## src/rtl/sci_exec_ctrl.sv

```systemverilog
// sci_exec_ctrl: multi-cycle sequencer driving the SCI register-file/ALU datapath for I-type instructions.
// Ports:
//   clk, rst                  clock and synchronous active-high reset
//   inst_valid/inst_ready     instruction handshake; inst is the 32-bit word
//   op_code, rd_reg1, imme    decoded opcode [31:26], read index [25:21], immediate [15:0]
//   wr_reg, wr_enable         write index [20:16] and one-cycle register-file write strobe
//   sel_ch                    operand select, always the register operand (0)
//   busy, done, illegal       in-flight flag, one-cycle retire pulse, sticky unsupported-opcode flag
// Optional: define SCI_EXEC_CTRL_PERF_EN to add retired_cnt[15:0] and illegal_cnt[7:0].
module sci_exec_ctrl #(
  parameter int OPW = 6,
  parameter int REGW = 5,
  parameter int EXEC_CYCLES = 1
) (
  input  logic            clk,
  input  logic            rst,
  input  logic            inst_valid,
  output logic            inst_ready,
  input  logic [31:0]     inst,
  output logic [REGW-1:0] rd_reg1,
  output logic [15:0]     imme,
  output logic [OPW-1:0]  op_code,
  output logic            sel_ch,
  output logic            wr_enable,
  output logic [REGW-1:0] wr_reg,
  output logic            busy,
  output logic            done,
  output logic            illegal
`ifdef SCI_EXEC_CTRL_PERF_EN
  ,
  output logic [15:0]     retired_cnt,
  output logic [7:0]      illegal_cnt
`endif
);
  typedef enum logic [2:0] {IDLE, DECODE, READ, EXEC, WB, DONE} state_t;
  state_t     state_q;
  logic [3:0] cnt_q;
  logic       legal;
  assign legal = (op_code == OPW'(6'b001000)) || (op_code == OPW'(6'b001100)) ||
                 (op_code == OPW'(6'b001101));
  assign sel_ch = 1'b0;
  // Outputs are registered alongside the state transition so they line up with the state entered.
  // An unsupported opcode passes through WB with the strobe held low, giving it a two-cycle retire.
  always_ff @(posedge clk) begin
    if (rst) begin
      state_q    <= IDLE;
      cnt_q      <= '0;
      inst_ready <= 1'b1;
      busy       <= 1'b0;
      done       <= 1'b0;
      wr_enable  <= 1'b0;
      illegal    <= 1'b0;
      op_code    <= '0;
      rd_reg1    <= '0;
      wr_reg     <= '0;
      imme       <= '0;
`ifdef SCI_EXEC_CTRL_PERF_EN
      retired_cnt <= '0;
      illegal_cnt <= '0;
`endif
    end else begin
      wr_enable <= 1'b0;
      done      <= 1'b0;
      case (state_q)
        IDLE: if (inst_valid) begin
          op_code    <= inst[31 -: OPW];
          rd_reg1    <= inst[21 +: REGW];
          wr_reg     <= inst[16 +: REGW];
          imme       <= inst[15:0];
          inst_ready <= 1'b0;
          busy       <= 1'b1;
          state_q    <= DECODE;
        end
        DECODE: if (legal) begin
          state_q <= READ;
        end else begin
          illegal <= 1'b1;
          state_q <= WB;
`ifdef SCI_EXEC_CTRL_PERF_EN
          illegal_cnt <= illegal_cnt + 8'd1;
`endif
        end
        READ: begin
          cnt_q   <= 4'(EXEC_CYCLES - 1);
          state_q <= EXEC;
        end
        EXEC: if (cnt_q == '0) begin
          wr_enable <= (wr_reg != '0);
          state_q   <= WB;
        end else begin
          cnt_q <= cnt_q - 4'd1;
        end
        WB: begin
          done    <= 1'b1;
          state_q <= DONE;
`ifdef SCI_EXEC_CTRL_PERF_EN
          retired_cnt <= retired_cnt + 16'd1;
`endif
        end
        DONE: begin
          inst_ready <= 1'b1;
          busy       <= 1'b0;
          state_q    <= IDLE;
        end
        default: state_q <= IDLE;
      endcase
    end
  end
endmodule

```

## config.mk

```make
export PLATFORM = sky130hd
export DESIGN_NAME = sci_exec_ctrl
export DESIGN_NICKNAME = d
export VERILOG_FILES = /design/src/rtl/sci_exec_ctrl.sv
export SDC_FILE = /design/constraint.sdc
export NUM_CORES = 1
export LEC_CHECK = 0
export ABC_AREA = 1
export CORE_UTILIZATION = 40
export DETAILED_ROUTE_END_ITERATION = 8
export PLACE_DENSITY = 0.79
export SKIP_CTS_REPAIR_TIMING = 1
export SLEW_MARGIN = 20
export SYNTH_ARGS = -nofsm -noshare
export SYNTH_HDL_FRONTEND = slang
export SYNTH_SLANG_ARGS = --single-unit
```

## constraint.sdc

```tcl
create_clock -name clk -period 1.34 [get_ports clk]
set_input_delay 0.134 -clock clk [delete_from_list [all_inputs] [get_ports clk]]
set_output_delay 0.134 -clock clk [all_outputs]
set_load 0.02 [all_outputs]
```

Word level (Yosys, flattened, before mapping)
Index checks and enable logic that the tools add are counted.

Bits of input ports: 35. Bits in registers: 44. Logic and storage cells: 50. Output and inout port bits: 38.

Equal/unequal tests: 11. Reduce and logical (&&, ||, !) cells: 13. Add/sub/neg operators: 1. Bitwise gates (word level): 3. Mux-type cells: 11.

Operators by type and width (number): 6-bit by 4-bit equality test with 1-bit output, second input constant (3); 3-bit case mux with 5 select lines (1); 2-bit AND reduction (5); 3-bit two-way mux (3); 4-bit case mux with 2 select lines (1); 3-bit by 2-bit equality test with 1-bit output, second input constant (2); 3-bit equality test, second input constant (2); 2-bit inequality test, second input constant (3); 5-bit nonzero test (1); 4-bit logical NOT (1); 4-bit two-way mux (1); 1-bit case mux with 2 select lines (2); 2-bit nonzero test (2); 4-bit by 1-bit subtractor with 4-bit output, second input constant (1); 3-bit by 1-bit equality test with 1-bit output, second input constant (1); 3-bit logical NOT (1); 1-bit two-way mux (3); 1-bit NOT (3); 3-bit OR reduction (1); 1-bit logical OR (2).

Longest topological paths before layout
Depth after elaboration: 5. Mapped depth: 8. Depth with buffers taken out: 8.

Worst setup path before layout
OpenSTA, ideal clock, no wires.

Path type: register to register. Start: register cnt_q[0]. End: register cnt_q[1]. Buffers on the path: 0. Arrival: 1.001 ns. Period minus slack after synthesis: 1.117 ns. Path slack: 0.223 ns. Data required time: 1.224 ns. Library setup time: 0.116 ns. Stages on the path, launching flop included: 9. Path through: dfxtp_1 > inv_1 > ha_1 > nand2_1 > nand2_2 > nand2_4 > inv_1 > nor2_1 > nor2_1.

Longest elaborated chain between the ends: 3. Elaborated cells on any way between the ends: 6. Those cells by class: add/sub: 1; eq/ne: 1; mux: 2; reduce/logical: 2.

RTL lines: start: declaration (line 37) `logic [3:0] cnt_q;`; start signal: assignment (line 84) `cnt_q <= 4'(EXEC_CYCLES - 1);`; start signal: assignment (line 91) `cnt_q <= cnt_q - 4'd1;`; 4-bit by 1-bit subtractor with 4-bit output / 4-bit logical NOT (equally long branches) (line 91, 87); 4-bit two-way mux / 2-bit inequality test (equally long branches); 4-bit case mux with 2 select lines / 2-bit AND reduction (equally long branches).

Several ways; a longest one is shown, not always the timed one. The select of a mux whose other input is x is not followed. A chain may end at the register's enable or synchronous reset.

Final worst setup path
Same ends and word-level chain as after synthesis.

==> impl_results.rst <==
.. list-table::
   :header-rows: 1

   * - Metric
     - Value
   * - Outcome
     - finished, final reports clean
   * - Sequential element share of the synthesized area
     - 51.3%
   * - Count of routing violations after the opening detailed-route iteration
     - 78
   * - Critical Path RT
     - 1530 ps
   * - Number of antenna violations at the first check in global routing
     - 0
   * - Clk sink count
     - 44
   * - Seq cells post-synth
     - 44
   * - Post-detailed-route DRC marker count
     - 0
   * - Clk slew on worst S/H paths
     - 80 ps
   * - Share of post-route cells with drive strength above 1
     - 8.36%
   * - Worst hold path startpoint
     - inst[20]
   * - Placed wire-length estimate
     - 2.91 mm
   * - Cell depth of the worst flop-to-flop path
     - 7
   * - RSZ-0062 raised after global routing
     - false
   * - Combinational cell fraction of total power
     - 21.6%
   * - Max-slew violation total from the final report
     - 0
   * - Final GP Congestion
     - 0.833
   * - Number of placed I/O pins
     - 73
   * - Cell chosen for the clock root
     - clkbuf_8
   * - Most common library cells after synthesis
     - 68 x nand2_1, 44 x dfxtp_1, 37 x a21oi_1, 17 x inv_1, 13 x nor2_1
   * - Buffer depth of the longest clock path
     - 2
   * - Type of destination of the critical path
     - flip-flop
   * - Fraction of the cycle the final worst path needs
     - 89.9%
   * - Fraction of registers with async set or reset after synthesis
     - 0%
   * - Leakage power figure
     - 1.62 nW
   * - Post-synthesis cell type with the largest combined area
     - dfxtp_1
   * - Routed WL
     - 4.04 mm
   * - WP data arrival
     - 1400 ps
   * - Count of final hold-check violations
     - 0
   * - Net switching fraction of the power
     - 27.0%
   * - Largest cells by area after synthesis
     - dfxtp_1 51%, nand2_1 15%, a21oi_1 11%, inv_1 3.7%, nor2_1 2.8%
   * - Number of buffers inserted during clock tree synthesis
     - 5
   * - Final cell count without fillers
     - 349
   * - Number of endpoints failing setup at the final stage
     - 0
   * - Critical-path maximum fanout
     - 7
   * - Maximum number of pins on one net before global-route repair
     - 27
   * - Core area
     - 4060 sq um
   * - Count of flip-flops with a built-in enable after synthesis
     - 0
   * - Worst setup slack for register-to-register paths
     - 130 ps
   * - Source of the worst register-to-register timing path
     - cnt_q[0]
   * - Worst Hold Endpoint
     - wr_reg[4]
   * - Switching component of the power
     - 0.846 mW
   * - Die height
     - 67.5 microns
   * - Clk_lat worst skew
     - 290 ps
   * - Number of port buffers
     - 71
   * - Type of the worst min-delay path
     - in2reg
   * - Clock tree from TritonCTS
     - yes
   * - Vias in the first global route
     - 1471
   * - Cell-internal power
     - 2.28 mW
   * - Share of the synthesized area in the top cell type
     - 51.3%
   * - Seq pwr share
     - 46.9%
   * - Post-route antenna net violation count
     - 0
   * - Maxcap violations
     - 0
   * - Total negative setup slack
     - 0 ps
   * - Shortest clock period the worst path allows after layout
     - 1210 ps
   * - Worst VDD drop
     - 0.715 mV
   * - Register cell area after layout
     - 883 sq um
   * - Average wire length per cell after detail routing
     - 11.6 microns
   * - Library cell with the highest instance count after synthesis
     - nand2_1
   * - Net count, final
     - 334
   * - Total Routing Usage GR
     - 18.9%
   * - FILL cells
     - 328
   * - Total power divided by cell area
     - 1170 nW/um^2
   * - Max reg flops
     - 16
   * - Proportion of power drawn by the clock network
     - 31.4%
   * - Antenna Diode Count
     - 0
   * - Pre-Repair DR Iteration Count
     - 4
   * - Registers with the most flip-flops
     - imme (16), op_code (6)
   * - Total congestion overflow
     - 0
   * - Worst setup SP type
     - flip-flop
   * - Synthesized cell area
     - 1720 sq um
   * - Number of cells traversed by the worst hold path
     - 3
   * - Net Count, Synth
     - 260
   * - Post-layout worst setup margin
     - 135 ps
   * - Ys Warns
     - 0
   * - Maximum clock frequency
     - 830 MHz
   * - Per-instance average area after synthesis
     - 7.67 sq um
   * - Average vias per placed instance
     - 4.70
   * - Primary FF master, synth
     - dfxtp_1
   * - Area used by multi-input combinational logic
     - 688 sq um
   * - Number of placed cells counting well taps
     - 341
   * - Endpoint of the lowest-slack register-to-register path
     - cnt_q[1]
   * - Worst Clk Skew
     - 6.29 ps
   * - Pre-CTS setup slack
     - -19.2 ps
   * - Synthesis-to-layout area growth
     - 56.1%
   * - Area of the die
     - 4560 sq um
   * - Row cnt
     - 23
   * - Vias post-DR
     - 1641
   * - Post-Synthesis Cells
     - 224
   * - Die W
     - 67.5 microns
   * - Effective utilization at floorplan
     - 42.3%
   * - Yosys cell types
     - 25
   * - Type of the setup path with the least slack
     - reg2reg
   * - CTS H-tree lvls
     - 2
   * - Global-route wire length before repair
     - 6.29 mm
   * - Largest reg by FF count
     - imme
per-layer routing:
layer	share of wire, %	up-vias	GRT usage, %
li1	-	859	-
met1	44	708	22.0
met2	45	67	29.7
met3	10	7	8.78
met4	1.2	0	7.71
met5	0	-	0
power by group through the flow:
stage               Combinational (mW)  Clock [mW]  Sequential (mW)
finish                           0.676       0.984             1.47
global placement                 0.685           0             1.50
detailed placement               0.691           0             1.50
floorplan                        0.262           0             1.60
CTS                              0.695       0.999             1.47
global route                     0.740        1.06             1.48
worst max-delay path: stages (launching register included):
cell and delay [ps]:
dfxtp_2 340, inv_1 50, ha_1 200, nand2_1 80, nand2_2 110, nand2_4 80
o21ai_0 190, nor2_1 50
worst max-delay path by stage:
| stage | depth (start not counted) | start | to |
|---|---|---|---|
| floorplan | 8 | cnt_q[0] | cnt_q[1] |
| global placement | 5 | inst_valid | op_code[1] |
| detailed placement | 5 | inst_valid | imme[13] |
| CTS | 1 | op_code[0] | op_code[0] |
| global route | 5 | state_q[0] | imme[12] |
| finish | 7 | cnt_q[0] | cnt_q[1] |
cell type report:
| type | instances | share of cell area, % |
|---|---|---|
| clock buffers | 6 | 2.71 |
| clock inverters | 2 | 1.31 |
| inverters | 19 | 2.85 |
| multi-input cells | 149 | 25.7 |
| flip-flops and latches | 44 | 32.9 |
| well taps | 50 | 2.33 |
| repair buffers | 79 | 32.2 |
per-stage QoR:
step	cell area (sq um)	util, %	hold WS (ps)	power (mW)
floorplan	1720	-	277	1.87
global placement	2480	61.0	439	2.19
detailed placement	2480	61.0	453	2.19
CTS	2580	63.7	384	3.17
global route	2680	66.1	391	3.29
finish	2680	66.1	390	3.13
cell families after synthesis:
logic type      Yosys count  synth area share [%]
simple gates             99                  24.8
compound gates           48                  14.3
flops                    44                  51.3
buf+inv                  31                  8.67
fa+ha+maj                 1                 0.728
other cells               1                 0.218
layout by cell type (no fill, tap or decap):
cell,count
inv_6,1
clkdlybuf4s50_1,34
nand2_4,1
bufinv_16,1
dfxtp_1,42
nand2_1,68
a31oi_1,2
inv_1,17
nand3_4,1
nor2_2,1
dlymetal6s2s_1,37
clkinv_2,1
nand3_1,7
nor2_1,13
nand2_2,2
clkbuf_8,5
inv_2,1
ha_1,1
nor3_1,3
nor2_4,1
dfxtp_2,2
o21ai_0,8
clkbuf_1,1
buf_4,8
a21boi_0,1
nand4_1,1
nand3b_1,1
conb_1,1
a21oi_1,37
No activity file was read; power rests on OpenSTA's default activity.
